==> config.mk <==
export PLATFORM = sky130hd
export DESIGN_NAME = spi_shift_engine
export DESIGN_NICKNAME = d
export VERILOG_FILES = /design/src/rtl/spi_shift_engine_pkg.sv /design/src/rtl/spi_shift_engine.sv
export SDC_FILE = /design/constraint.sdc
export NUM_CORES = 1
export LEC_CHECK = 0
export CAP_MARGIN = 20
export CORE_UTILIZATION = 40
export CTS_BUF_LIST = sky130_fd_sc_hd__clkbuf_4 sky130_fd_sc_hd__clkbuf_8
export DETAILED_ROUTE_END_ITERATION = 6
export MAX_ROUTING_LAYER = met4
export SLEW_MARGIN = 15
export SYNTH_ARGS = -nofsm -noshare
export SYNTH_HDL_FRONTEND = slang
export SYNTH_SLANG_ARGS = --single-unit
==> constraint.sdc <==
create_clock -name clk -period 2.05 [get_ports clk]
set_clock_uncertainty 0.1 [all_clocks]
set_input_delay 0.41 -clock clk [delete_from_list [all_inputs] [get_ports clk]]
set_output_delay 0.41 -clock clk [all_outputs]
set_load 0.05 [all_outputs]
==> src/rtl/spi_shift_engine_pkg.sv <==
// Shared definitions for the SPI shift engine: FSM state encodings, mode bit
// positions and the SCLK sample-edge classifier.
package spi_shift_engine_pkg;

  localparam logic [1:0] ST_IDLE  = 2'd0;
  localparam logic [1:0] ST_SETUP = 2'd1;
  localparam logic [1:0] ST_SHIFT = 2'd2;
  localparam logic [1:0] ST_HOLD  = 2'd3;

  // Bit positions inside the latched 2-bit mode word.
  localparam int MODE_CPHA = 0;
  localparam int MODE_CPOL = 1;

  // A leading edge leaves the idle level; the sample edge is the one the
  // generator does not flag: leading for CPHA=0, trailing for CPHA=1.
  function automatic logic is_sample_edge(input logic sclk, input logic sclk_dly,
                                          input logic cpol, input logic cpha);
    logic leading;
    leading = (sclk_dly == cpol);
    return (sclk ^ sclk_dly) && (leading != cpha);
  endfunction

endpackage

==> src/rtl/spi_shift_engine.sv <==
// SPI master transfer controller: frames CS_n, enables the external SCLK
// generator, shifts MOSI on its flag pulses and samples MISO on the other edge.
module spi_shift_engine
  import spi_shift_engine_pkg::*;
#(
  parameter int DATA_W   = 8,
  parameter int CS_SETUP = 4,
  parameter int CS_HOLD  = 4
) (
  input  logic              clk,
  input  logic              rst_n,
  input  logic              Start,
  input  logic [DATA_W-1:0] TxData,
  input  logic              CPOL,
  input  logic              CPHA,
  input  logic              SCLK,
  input  logic              ClkCntFlg,
  input  logic              MISO,
  output logic              ClkCntEn,
  output logic              CpolOut,
  output logic              CphaOut,
  output logic              MOSI,
  output logic              CS_n,
  output logic [DATA_W-1:0] RxData,
  output logic              Done,
  output logic              Busy
);

  localparam int CNT_W   = $clog2(DATA_W + 1);
  localparam int DLY_MAX = (CS_SETUP > CS_HOLD) ? CS_SETUP : CS_HOLD;
  localparam int DLY_W   = $clog2(DLY_MAX + 1);

  localparam logic [CNT_W-1:0] LAST_BIT   = CNT_W'(DATA_W - 1);
  localparam logic [CNT_W-1:0] BIT_MAX    = CNT_W'(DATA_W);
  localparam logic [DLY_W-1:0] SETUP_LAST = DLY_W'(CS_SETUP - 1);
  localparam logic [DLY_W-1:0] HOLD_LAST  = DLY_W'(CS_HOLD - 1);

  logic [1:0]        state_q,      state_d;
  logic [1:0]        mode_q,       mode_d;
  logic [DATA_W-1:0] tx_shift_q,   tx_shift_d;
  logic [DATA_W-1:0] rx_shift_q,   rx_shift_d;
  logic [DATA_W-1:0] rx_data_q,    rx_data_d;
  logic [CNT_W-1:0]  flg_cnt_q,    flg_cnt_d;
  logic [CNT_W-1:0]  smp_cnt_q,    smp_cnt_d;
  logic [DLY_W-1:0]  dly_cnt_q,    dly_cnt_d;
  logic              cs_n_q,       cs_n_d;
  logic              clk_cnt_en_q, clk_cnt_en_d;
  logic              done_q,       done_d;
  logic              sclk_dly_q;

  logic sample_edge;
  logic last_edge;
  logic cpha;

  assign cpha        = mode_q[MODE_CPHA];
  assign sample_edge = is_sample_edge(SCLK, sclk_dly_q, mode_q[MODE_CPOL], cpha);

  always_comb begin
    // NOTE: every signal assigned here gets its hold value first, so no path
    // through the case statement can leave one unassigned and infer a latch.
    state_d      = state_q;
    mode_d       = mode_q;
    tx_shift_d   = tx_shift_q;
    rx_shift_d   = rx_shift_q;
    rx_data_d    = rx_data_q;
    flg_cnt_d    = flg_cnt_q;
    smp_cnt_d    = smp_cnt_q;
    dly_cnt_d    = dly_cnt_q;
    cs_n_d       = cs_n_q;
    clk_cnt_en_d = clk_cnt_en_q;
    done_d       = 1'b0;
    last_edge    = 1'b0;

    case (state_q)
      ST_IDLE: begin
        if (Start) begin
          tx_shift_d        = TxData;
          mode_d[MODE_CPOL] = CPOL;
          mode_d[MODE_CPHA] = CPHA;
          rx_shift_d        = '0;
          flg_cnt_d         = '0;
          smp_cnt_d         = '0;
          dly_cnt_d         = '0;
          cs_n_d            = 1'b0;
          state_d           = ST_SETUP;
        end
      end

      ST_SETUP: begin
        if (dly_cnt_q == SETUP_LAST) begin
          dly_cnt_d    = '0;
          clk_cnt_en_d = 1'b1;
          state_d      = ST_SHIFT;
        end else begin
          dly_cnt_d = dly_cnt_q + DLY_W'(1);
        end
      end

      ST_SHIFT: begin
        if (sample_edge) begin
          rx_shift_d = {rx_shift_q[DATA_W-2:0], MISO};
          if (smp_cnt_q != BIT_MAX) smp_cnt_d = smp_cnt_q + CNT_W'(1);
        end
        // With CPHA=1 the MSB is already on MOSI, so the first flag only
        // marks the leading edge and must not shift.
        if (ClkCntFlg) begin
          if (flg_cnt_q != BIT_MAX) flg_cnt_d = flg_cnt_q + CNT_W'(1);
          if (!(cpha && flg_cnt_q == '0)) tx_shift_d = {tx_shift_q[DATA_W-2:0], 1'b0};
        end
        last_edge = cpha ? (sample_edge && smp_cnt_q == LAST_BIT)
                         : (ClkCntFlg && flg_cnt_q == LAST_BIT);
        if (last_edge) begin
          clk_cnt_en_d = 1'b0;
          dly_cnt_d    = '0;
          state_d      = ST_HOLD;
        end
      end

      ST_HOLD: begin
        // The received word already sits in rx_shift_q; publish it with Done.
        if (dly_cnt_q == HOLD_LAST) begin
          cs_n_d    = 1'b1;
          done_d    = 1'b1;
          rx_data_d = rx_shift_q;
          state_d   = ST_IDLE;
        end else begin
          dly_cnt_d = dly_cnt_q + DLY_W'(1);
        end
      end

      default: state_d = ST_IDLE;
    endcase
  end

  always_ff @(posedge clk or negedge rst_n) begin
    if (!rst_n) begin
      state_q      <= ST_IDLE;
      mode_q       <= '0;
      tx_shift_q   <= '0;
      rx_shift_q   <= '0;
      rx_data_q    <= '0;
      flg_cnt_q    <= '0;
      smp_cnt_q    <= '0;
      dly_cnt_q    <= '0;
      cs_n_q       <= 1'b1;
      clk_cnt_en_q <= 1'b0;
      done_q       <= 1'b0;
      sclk_dly_q   <= 1'b0;
    end else begin
      // NOTE: non-blocking assignments let every flop sample the pre-edge
      // values, independent of statement order in this block.
      state_q      <= state_d;
      mode_q       <= mode_d;
      tx_shift_q   <= tx_shift_d;
      rx_shift_q   <= rx_shift_d;
      rx_data_q    <= rx_data_d;
      flg_cnt_q    <= flg_cnt_d;
      smp_cnt_q    <= smp_cnt_d;
      dly_cnt_q    <= dly_cnt_d;
      cs_n_q       <= cs_n_d;
      clk_cnt_en_q <= clk_cnt_en_d;
      done_q       <= done_d;
      sclk_dly_q   <= SCLK;
    end
  end

  assign ClkCntEn = clk_cnt_en_q;
  assign CpolOut  = mode_q[MODE_CPOL];
  assign CphaOut  = mode_q[MODE_CPHA];
  assign MOSI     = tx_shift_q[DATA_W-1];
  assign CS_n     = cs_n_q;
  assign RxData   = rx_data_q;
  assign Done     = done_q;
  assign Busy     = (state_q != ST_IDLE);

endmodule
Word level (Yosys, flattened, before mapping)
Cells that the tools add are included.

Flip-flop bits (word level): 43. Input port bits: 16. Output and inout bits: 15. Word-level logic and storage cells: 88.

Add/subtract/negate cells: 3. Eq/ne operators: 20. Multiplexer cells: 32. Bitwise operators: 1. Reduce and logical (&&, ||, !) cells: 20.

Operator list (number): two-way mux 8 bit (5); case mux 8 bit (2 select lines) (2); two-way mux 4 bit (5); inequality test 2 bit, second input constant (10); case mux 4 bit (2 select lines) (2); AND reduction 4 bit (4); two-way mux 3 bit (4); case mux 3 bit (4 select lines) (1); AND reduction 3 bit (4); adder 4 x 1 -> 4 bit, second input constant (2); == test 4 x 3 -> 1 bit, second input constant (2); two-way mux 2 bit (4); inequality test 4 bit, second input constant (2); case mux 2 bit (4 select lines) (1); nonzero test 2 bit (4); two-way mux 1 bit (6); == test 2 bit, second input constant (2); logical AND 1 bit (4); zero test 4 bit (1); case mux 1 bit (2 select lines) (2); AND reduction 2 bit (2); adder 3 x 1 -> 3 bit, second input constant (1); == test 3 x 2 -> 1 bit, second input constant (1); == test 2 x 1 -> 1 bit, second input constant (1); 4 further kinds (4).

Longest topological paths before layout
Gate-level depths: netlist of the first run.

Word-level depth: 7. Mapped depth: 9. Gate-level depth less buffers: 7.

Worst setup path after synthesis of the first run
OpenSTA, ideal clock, no wires.

Path type: register to register. From: reg mode_q[0]. To: reg dly_cnt_q[0]. Library setup time: 0.125 ns. Arrival time: 1.801 ns. Required time: 1.825 ns. Slack: 0.024 ns. Cell stages (with the launch flop): 6. Path buffers: 0. Period minus slack after synthesis: 2.026 ns. Cells stage by stage: dfrtp_1 -> xnor2_1 -> mux2i_1 -> o21a_1 -> a21o_2 -> mux2_4.

Word-level cells in the longest chain between the ends: 6.

RTL lines: start, declared (line spi_shift_engine.sv:39) `logic [1:0] mode_q, mode_d;`; start signal, assigned (line spi_shift_engine.sv:153) `mode_q <= mode_d;`; inequality test 1 bit (line spi_shift_engine_pkg.sv:20) `return (sclk ^ sclk_dly) && (leading != cpha);`; logical AND 1 bit (line spi_shift_engine_pkg.sv:20); logical AND 1 bit (line spi_shift_engine.sv:110) `last_edge = cpha ? (sample_edge && smp_cnt_q == LAST_BIT)`; two-way mux 1 bit * (line spi_shift_engine.sv:110); inequality test 2 bit (no line) *; AND reduction 3 bit (no line) *; end signal, assigned (line spi_shift_engine.sv:159) `dly_cnt_q <= dly_cnt_d;`; end, declared (line spi_shift_engine.sv:45) `logic [DLY_W-1:0] dly_cnt_q, dly_cnt_d;`.

Every way passes the cells marked *; elsewhere a longest branch is shown, timed or not. A chain may end at the register's enable or synchronous reset.

Final worst setup path of the first run
From: reg tx_shift_q[7]. To: out MOSI.

RTL lines: start, declared (line spi_shift_engine.sv:40) `logic [DATA_W-1:0] tx_shift_q, tx_shift_d;`; start signal, assigned (line spi_shift_engine.sv:154) `tx_shift_q <= tx_shift_d;`; end, declared (line spi_shift_engine.sv:22) `output logic MOSI,`.

No word-level cell between the ends.

==> results.yml, run 1 <==
layout:
  layout.nets: 284
  final_area_um2: 2805
  stdcell_count: 327
  utilization: 0.5423
  area_delta_synth_final_pct: 28.26
  antennaDiodeCount: 0
  layout-drive-gt1-share: 0.1984
  nFillCells: 458
sta:
  worst_slew_pin_slew_ns: 0.5018
  rsz0062_at_grt: "false"
  fmax_ghz: 0.5128
  holdWs_ns: 0.4106
  period_minus_slack_ns: 1.950
  slew_headroom: 0.6644
  final.setup.tns_ns: 0
  hold_viol: 0
  setup_ws_ns: 0.1001
  slew_viol_final: 0
  setup_viol: 0
  fin_crit_sh: 0.9512
clock_network:
  cts-root-buf: "clkbuf_8"
  cts_buffers: 5
  clockBufferDepth: 2
  clk_pin_slew_ns: 0.08
  cts_sinks: 43
  insertion_delay_ns: 0.29
  htree_levels: 2
  post_cts_buffers: 0
  cts_tree: "done"
floorplan:
  die-area_um2: 5768
  rows: 26
  die_x_um: 75.95
  start_util: 0.4228
  fp.dieH_um: 75.95
  core_area_um2: 5172
  ioPinCount: 31
critical_path:
  cp_cell_sequence: "clkdlybuf4s50_1"
  cp_slowest_stage_delay_ns: 0.81
  worstPathMaxFanout: 2
  r2r_slack_ns: 0.16
  worst_setup_path_start_kind: "flop"
  arrival_ns: 1.44
  slowest_stage: "clkdlybuf4s50_1"
  critical_path_class: "reg -> out"
  critPathCaptureType: "output port"
  cp.buffers_inverters: 1
  cp.required_ns: 1.54
  cp_top_family: "buffers and inverters"
placement:
  hpwlAfterDp_um: 3053
  dp_cells: 318
  portBuffers: 30
  dp_slack_ns: -0.2218
  dpl-instance-area_um2: 2691
  place_congestion: 0.8097
logic_synthesis:
  synth_most_common_cell: "dfrtp_1"
  synthTopCellsByCount: "dfrtp_1, nand2_1, o21ai_0"
  ys_types: 35
  yosys_warnings: 0
  synth_edf_count: 0
  syn-cell-area_um2: 2187
  yosys_most_used_dff: "dfrtp_1"
  postSynthNetCount: 237
  synthCells: 209
  ys_ff_latch: 43
  synthArstFlopShare: 1.000
  synth_area_leader_cell: "dfrtp_1"
  ys_seq_area_frac: 0.4926
  syn_area_per_cell_um2: 10.46
  synth_top_area_share: 0.4805
  synth_area_leaders: "dfrtp_1, ha_1, mux2i_1"
pwr:
  p_leak_nw: 1.244
  p_per_area_nw_per_um2: 1392
  ir_drop_mv: 0.6454
  power.total_mw: 3.906
route:
  drt_iter0_markers: 75
  dr.pass1.iters: 4
  via_per_inst: 4.924
  post_drt_wl_per_cell_um: 13.11
  wl_met1_um: 2191
  ant_nets: 0
  route.detailed.drc: 0
  drt_wl_total_um: 4287
  top_layer: "met4"
  met2_length_um: 1889
  dr_wl_met3_um: 158
  vias: 1610
job:
  maxCapViolations: 0
grt:
  grtUsageTotal: 0.1723
  grt_pass1_vias: 1628
  grt_pass1_wl_um: 7707
  grt_max_degree: 44
  antenna_found_initial: 0
  gr-total-overflow: 0
status:
  outcome: "finished clean"
min_path:
  hold_path.class: "reg -> reg"
## path summary, 6_finish.rpt
kind | startpoint | to | depth (start not counted)
max | tx_shift_q[7]$_DFFE_PN0P_ | MOSI | 1
min | RxData[7]$_DFFE_PN0P_ | RxData[7]$_DFFE_PN0P_ | 1
max reg2reg | state_q[0]$_DFFE_PN0P_ | smp_cnt_q[2]$_DFFE_PN0P_ | 8
min reg2reg | RxData[7]$_DFFE_PN0P_ | RxData[7]$_DFFE_PN0P_ | 1
max in group asynchronous | rst_n | CS_n$_DFFE_PN1P_ | 3
min in group asynchronous | rst_n | flg_cnt_q[0]$_DFFE_PN0P_ | 3
## per-layer routing
| layer | track usage | up-vias |
|---|---|---|
| li1 | - | 823 |
| met1 | 0.2278 | 755 |
| met2 | 0.2691 | 28 |
| met3 | 0.03012 | 4 |
| met4 | 0.05769 | 0 |
| met5 | - | - |
## logic make-up after synthesis
family	synth area share
adder cells (fa/ha/maj)	0.06865
XOR/XNOR	0.004005
multiplexers	0.1396
flip-flops	0.4926
buffers and inverters	0.04233
AND/OR/NAND/NOR	0.1110
AO/OA/AOI/OAI	0.1419
## flip-flops by register name, summed over array words and instances, names as in the netlist, 2 cells and up
register / flops
smp_cnt_q: 4
RxData: 8
state_q: 2
flg_cnt_q: 4
tx_shift_q: 8
dly_cnt_q: 3
mode_q: 2
rx_shift_q: 8
## placed cells by master, fill, tap and decap left out, drive strengths merged, types with 14 or more instances in the layout
cell type       n
nand2          20
a21oi          14
mux2i          14
nor2           17
dfrtp          42
mux2           14
buf            21
o21ai          18
inv            17
clkdlybuf4s50  24
## what timing repair did
item | 4_1_cts | 5_1_grt
hold endpoints to repair | 38 | 0
hold buffers | 1 | 0
gates resized for setup | 0 | 5
endpoints found under the setup margin | 0 | 9
## area by class of cell
class | count | area (µm²) | share of cell area
clock buffer | 7 | 83.83 | 0.02988
sequential | 43 | 1077 | 0.3840
inverter | 17 | 63.81 | 0.02275
timing repair buffer | 46 | 462.9 | 0.1650
multi-input combinational | 143 | 1025 | 0.3653
clock inverter | 1 | 5.005 | 0.001784
tap | 70 | 87.58 | 0.03122
## where the power goes
group / leakage, nW / internal [mW] / total, mW / switching [mW]
combinational: 0.644 / 0.935 / 2.05 / 1.11
clock: 0.0491 / 0.266 / 0.544 / 0.278
sequential: 0.552 / 1.11 / 1.32 / 0.210
total: 1.24 / 2.31 / 3.91 / 1.60
Note: power is estimated with default switching activity, not from simulation.
==> run 2, diff against run 1 <==
--- a/config.mk
+++ b/config.mk
@@ -8,6 +8,7 @@
 export CAP_MARGIN = 20
 export CORE_UTILIZATION = 40
 export CTS_BUF_LIST = sky130_fd_sc_hd__clkbuf_4 sky130_fd_sc_hd__clkbuf_8
+export CTS_CLUSTER_DIAMETER = 40
 export DETAILED_ROUTE_END_ITERATION = 6
 export MAX_ROUTING_LAYER = met4
 export SLEW_MARGIN = 15
==> results of run 2 <==
No change in the layout: final DEF, timing and power equal those of run 1.
==> run 3, diff against run 2 <==
--- a/config.mk
+++ b/config.mk
@@ -11,6 +11,7 @@
 export CTS_CLUSTER_DIAMETER = 40
 export DETAILED_ROUTE_END_ITERATION = 6
 export MAX_ROUTING_LAYER = met4
+export SETUP_SLACK_MARGIN = 0.05
 export SLEW_MARGIN = 15
 export SYNTH_ARGS = -nofsm -noshare
 export SYNTH_HDL_FRONTEND = slang
==> run 3 against run 2 <==
Against the previous run: design area shrank 0.18%; sequential share of layout area grew 0.11 points; combinational power shrank 5%; non-clock buffer count shrank 1; final cell count shrank 0.31%; critical path type unchanged; largest power group unchanged.
==> results.yml, run 3 (synthesis gave the netlist of run 1 again) <==
status:
  outcome: "finished clean"
sta:
  hold_viol: 0
  rsz0062_at_grt: "false"
  slew_headroom: 0.6648
  holdWs_ns: 0.4082
  slew_viol_final: 0
  worst_slew_pin_slew_ns: 0.5020
  fin_crit_sh: 0.9529
  setup_viol: 0
  setup_ws_ns: 0.09662
  period_minus_slack_ns: 1.953
  fmax_ghz: 0.5119
critical_path:
  r2r_slack_ns: 0.19
  critical_path_class: "reg -> out"
  worstPathMaxFanout: 2
  slowest_stage: "clkdlybuf4s50_1"
  critPathCaptureType: "output port"
  cp.required_ns: 1.54
  cp_cell_sequence: "clkdlybuf4s50_1"
  worst_setup_path_start_kind: "flop"
  cp_top_family: "buffers and inverters"
  cp_slowest_stage_delay_ns: 0.80
  cp.buffers_inverters: 1
  arrival_ns: 1.44
grt:
  grt_max_degree: 31
  grt_pass1_vias: 1630
  antenna_found_initial: 0
  grtUsageTotal: 0.1694
  grt_pass1_wl_um: 7562
  gr-total-overflow: 0
placement:
  dp_slack_ns: -0.2046
  dp_cells: 317
  hpwlAfterDp_um: 3103
  place_congestion: 0.7762
  portBuffers: 30
pwr:
  power.total_mw: 3.838
  p_per_area_nw_per_um2: 1370
  ir_drop_mv: 0.6686
  p_leak_nw: 1.360
clock_network:
  cts-root-buf: "clkbuf_8"
  cts_tree: "done"
  cts_sinks: 43
  post_cts_buffers: 0
  cts_buffers: 5
  insertion_delay_ns: 0.30
  clockBufferDepth: 2
  htree_levels: 2
  clk_pin_slew_ns: 0.09
route:
  route.detailed.drc: 0
  via_per_inst: 5.028
  ant_nets: 0
  drt_iter0_markers: 111
  post_drt_wl_per_cell_um: 13.19
  vias: 1639
  drt_wl_total_um: 4301
  dr.pass1.iters: 4
floorplan:
  die_x_um: 75.95
  fp.dieH_um: 75.95
  core_area_um2: 5172
  rows: 26
  start_util: 0.4228
  ioPinCount: 31
  die-area_um2: 5768
layout:
  area_delta_synth_final_pct: 28.03
  antennaDiodeCount: 0
  layout.nets: 283
  final_common_cell: "dfrtp_1"
  layout-drive-gt1-share: 0.1953
  final_cell_mix: "dfrtp_1, nand2_1, o21ai_0"
  nFillCells: 475
  stdcell_count: 326
min_path:
  hold_path.class: "reg -> reg"
job:
  maxCapViolations: 0
[run 3: cell count changes in the layout (fill, tap and decap cells not counted), sizes merged]
cell / previous run / this run
clkdlybuf4s50: 24 / 16
clkbuf: 7 / 5
inv: 17 / 18
clkinv: 1 / 0
clkinvlp: 0 / 2
buf: 21 / 20
dlymetal6s2s: 0 / 8
[run 3: metal layers]
metal / vias to the layer above / track usage / part of all wire
met5: - / - / 0
met3: 7 / 0.04096 / 0.032
met4: 0 / 0.05385 / 0.013
met2: 29 / 0.2636 / 0.46
li1: 819 / - / -
met1: 784 / 0.2183 / 0.49
[run 3: stage by stage]
stage | TNS [ns] | utilization | area, µm²
final | 0 | 0.5414 | 2800
after global routing | 0 | 0.5414 | 2800
after CTS | 0 | 0.5365 | 2775
after detailed placement | -1.978 | 0.5167 | 2673
after global placement | -1.375 | 0.5167 | 2673
after floorplan | 0 | - | 2188
[run 3: final cells by class]
type                       instances  area, µm²  share of cell area
timing repair buffer              45      455.4              0.1626
clock buffer                       5      68.82             0.02458
clock inverter                     3      23.77            0.008490
tap                               70      87.58             0.03128
inverter                          17      63.81             0.02279
multi-input combinational        143       1022              0.3651
sequential                        43       1079              0.3852
[run 3: worst paths after layout]
path                                                 end                  start  depth (start not counted)
worst max-delay path                           RxData[1]  RxData[1]$_DFFE_PN0P_                          1
worst min-delay path               RxData[4]$_DFFE_PN0P_  RxData[4]$_DFFE_PN0P_                          1
worst max register to register  dly_cnt_q[1]$_DFFE_PN0P_  mode_q[0]$_DFFE_PN0P_                          5
worst min register to register     RxData[4]$_DFFE_PN0P_  RxData[4]$_DFFE_PN0P_                          1
max in group asynchronous           ClkCntEn$_DFFE_PN0P_                  rst_n                          3
min in group asynchronous       flg_cnt_q[0]$_DFFE_PN0P_                  rst_n                          2
[run 3: worst reg2reg max path: stages (launching register included)]
cell and delay, ns:
dfrtp_2 0.47, xnor2_1 0.21, mux2i_1 0.25, o21a_1 0.22, a21o_2 0.20, mux2_4 0.30
[run 3: report_power, final]
| group | internal (mW) | total [mW] | switching (mW) |
|---|---|---|---|
| clock network | 0.244 | 0.559 | 0.315 |
| logic | 0.876 | 1.94 | 1.06 |
| registers | 1.11 | 1.34 | 0.230 |
| total | 2.23 | 3.84 | 1.61 |
[run 3: what timing repair did]
action / CTS / global route
endpoints found under the hold margin: 12 / 0
setup endpoints to repair: 0 / 18
hold buffers: 1 / 0
resized for setup: 0 / 10
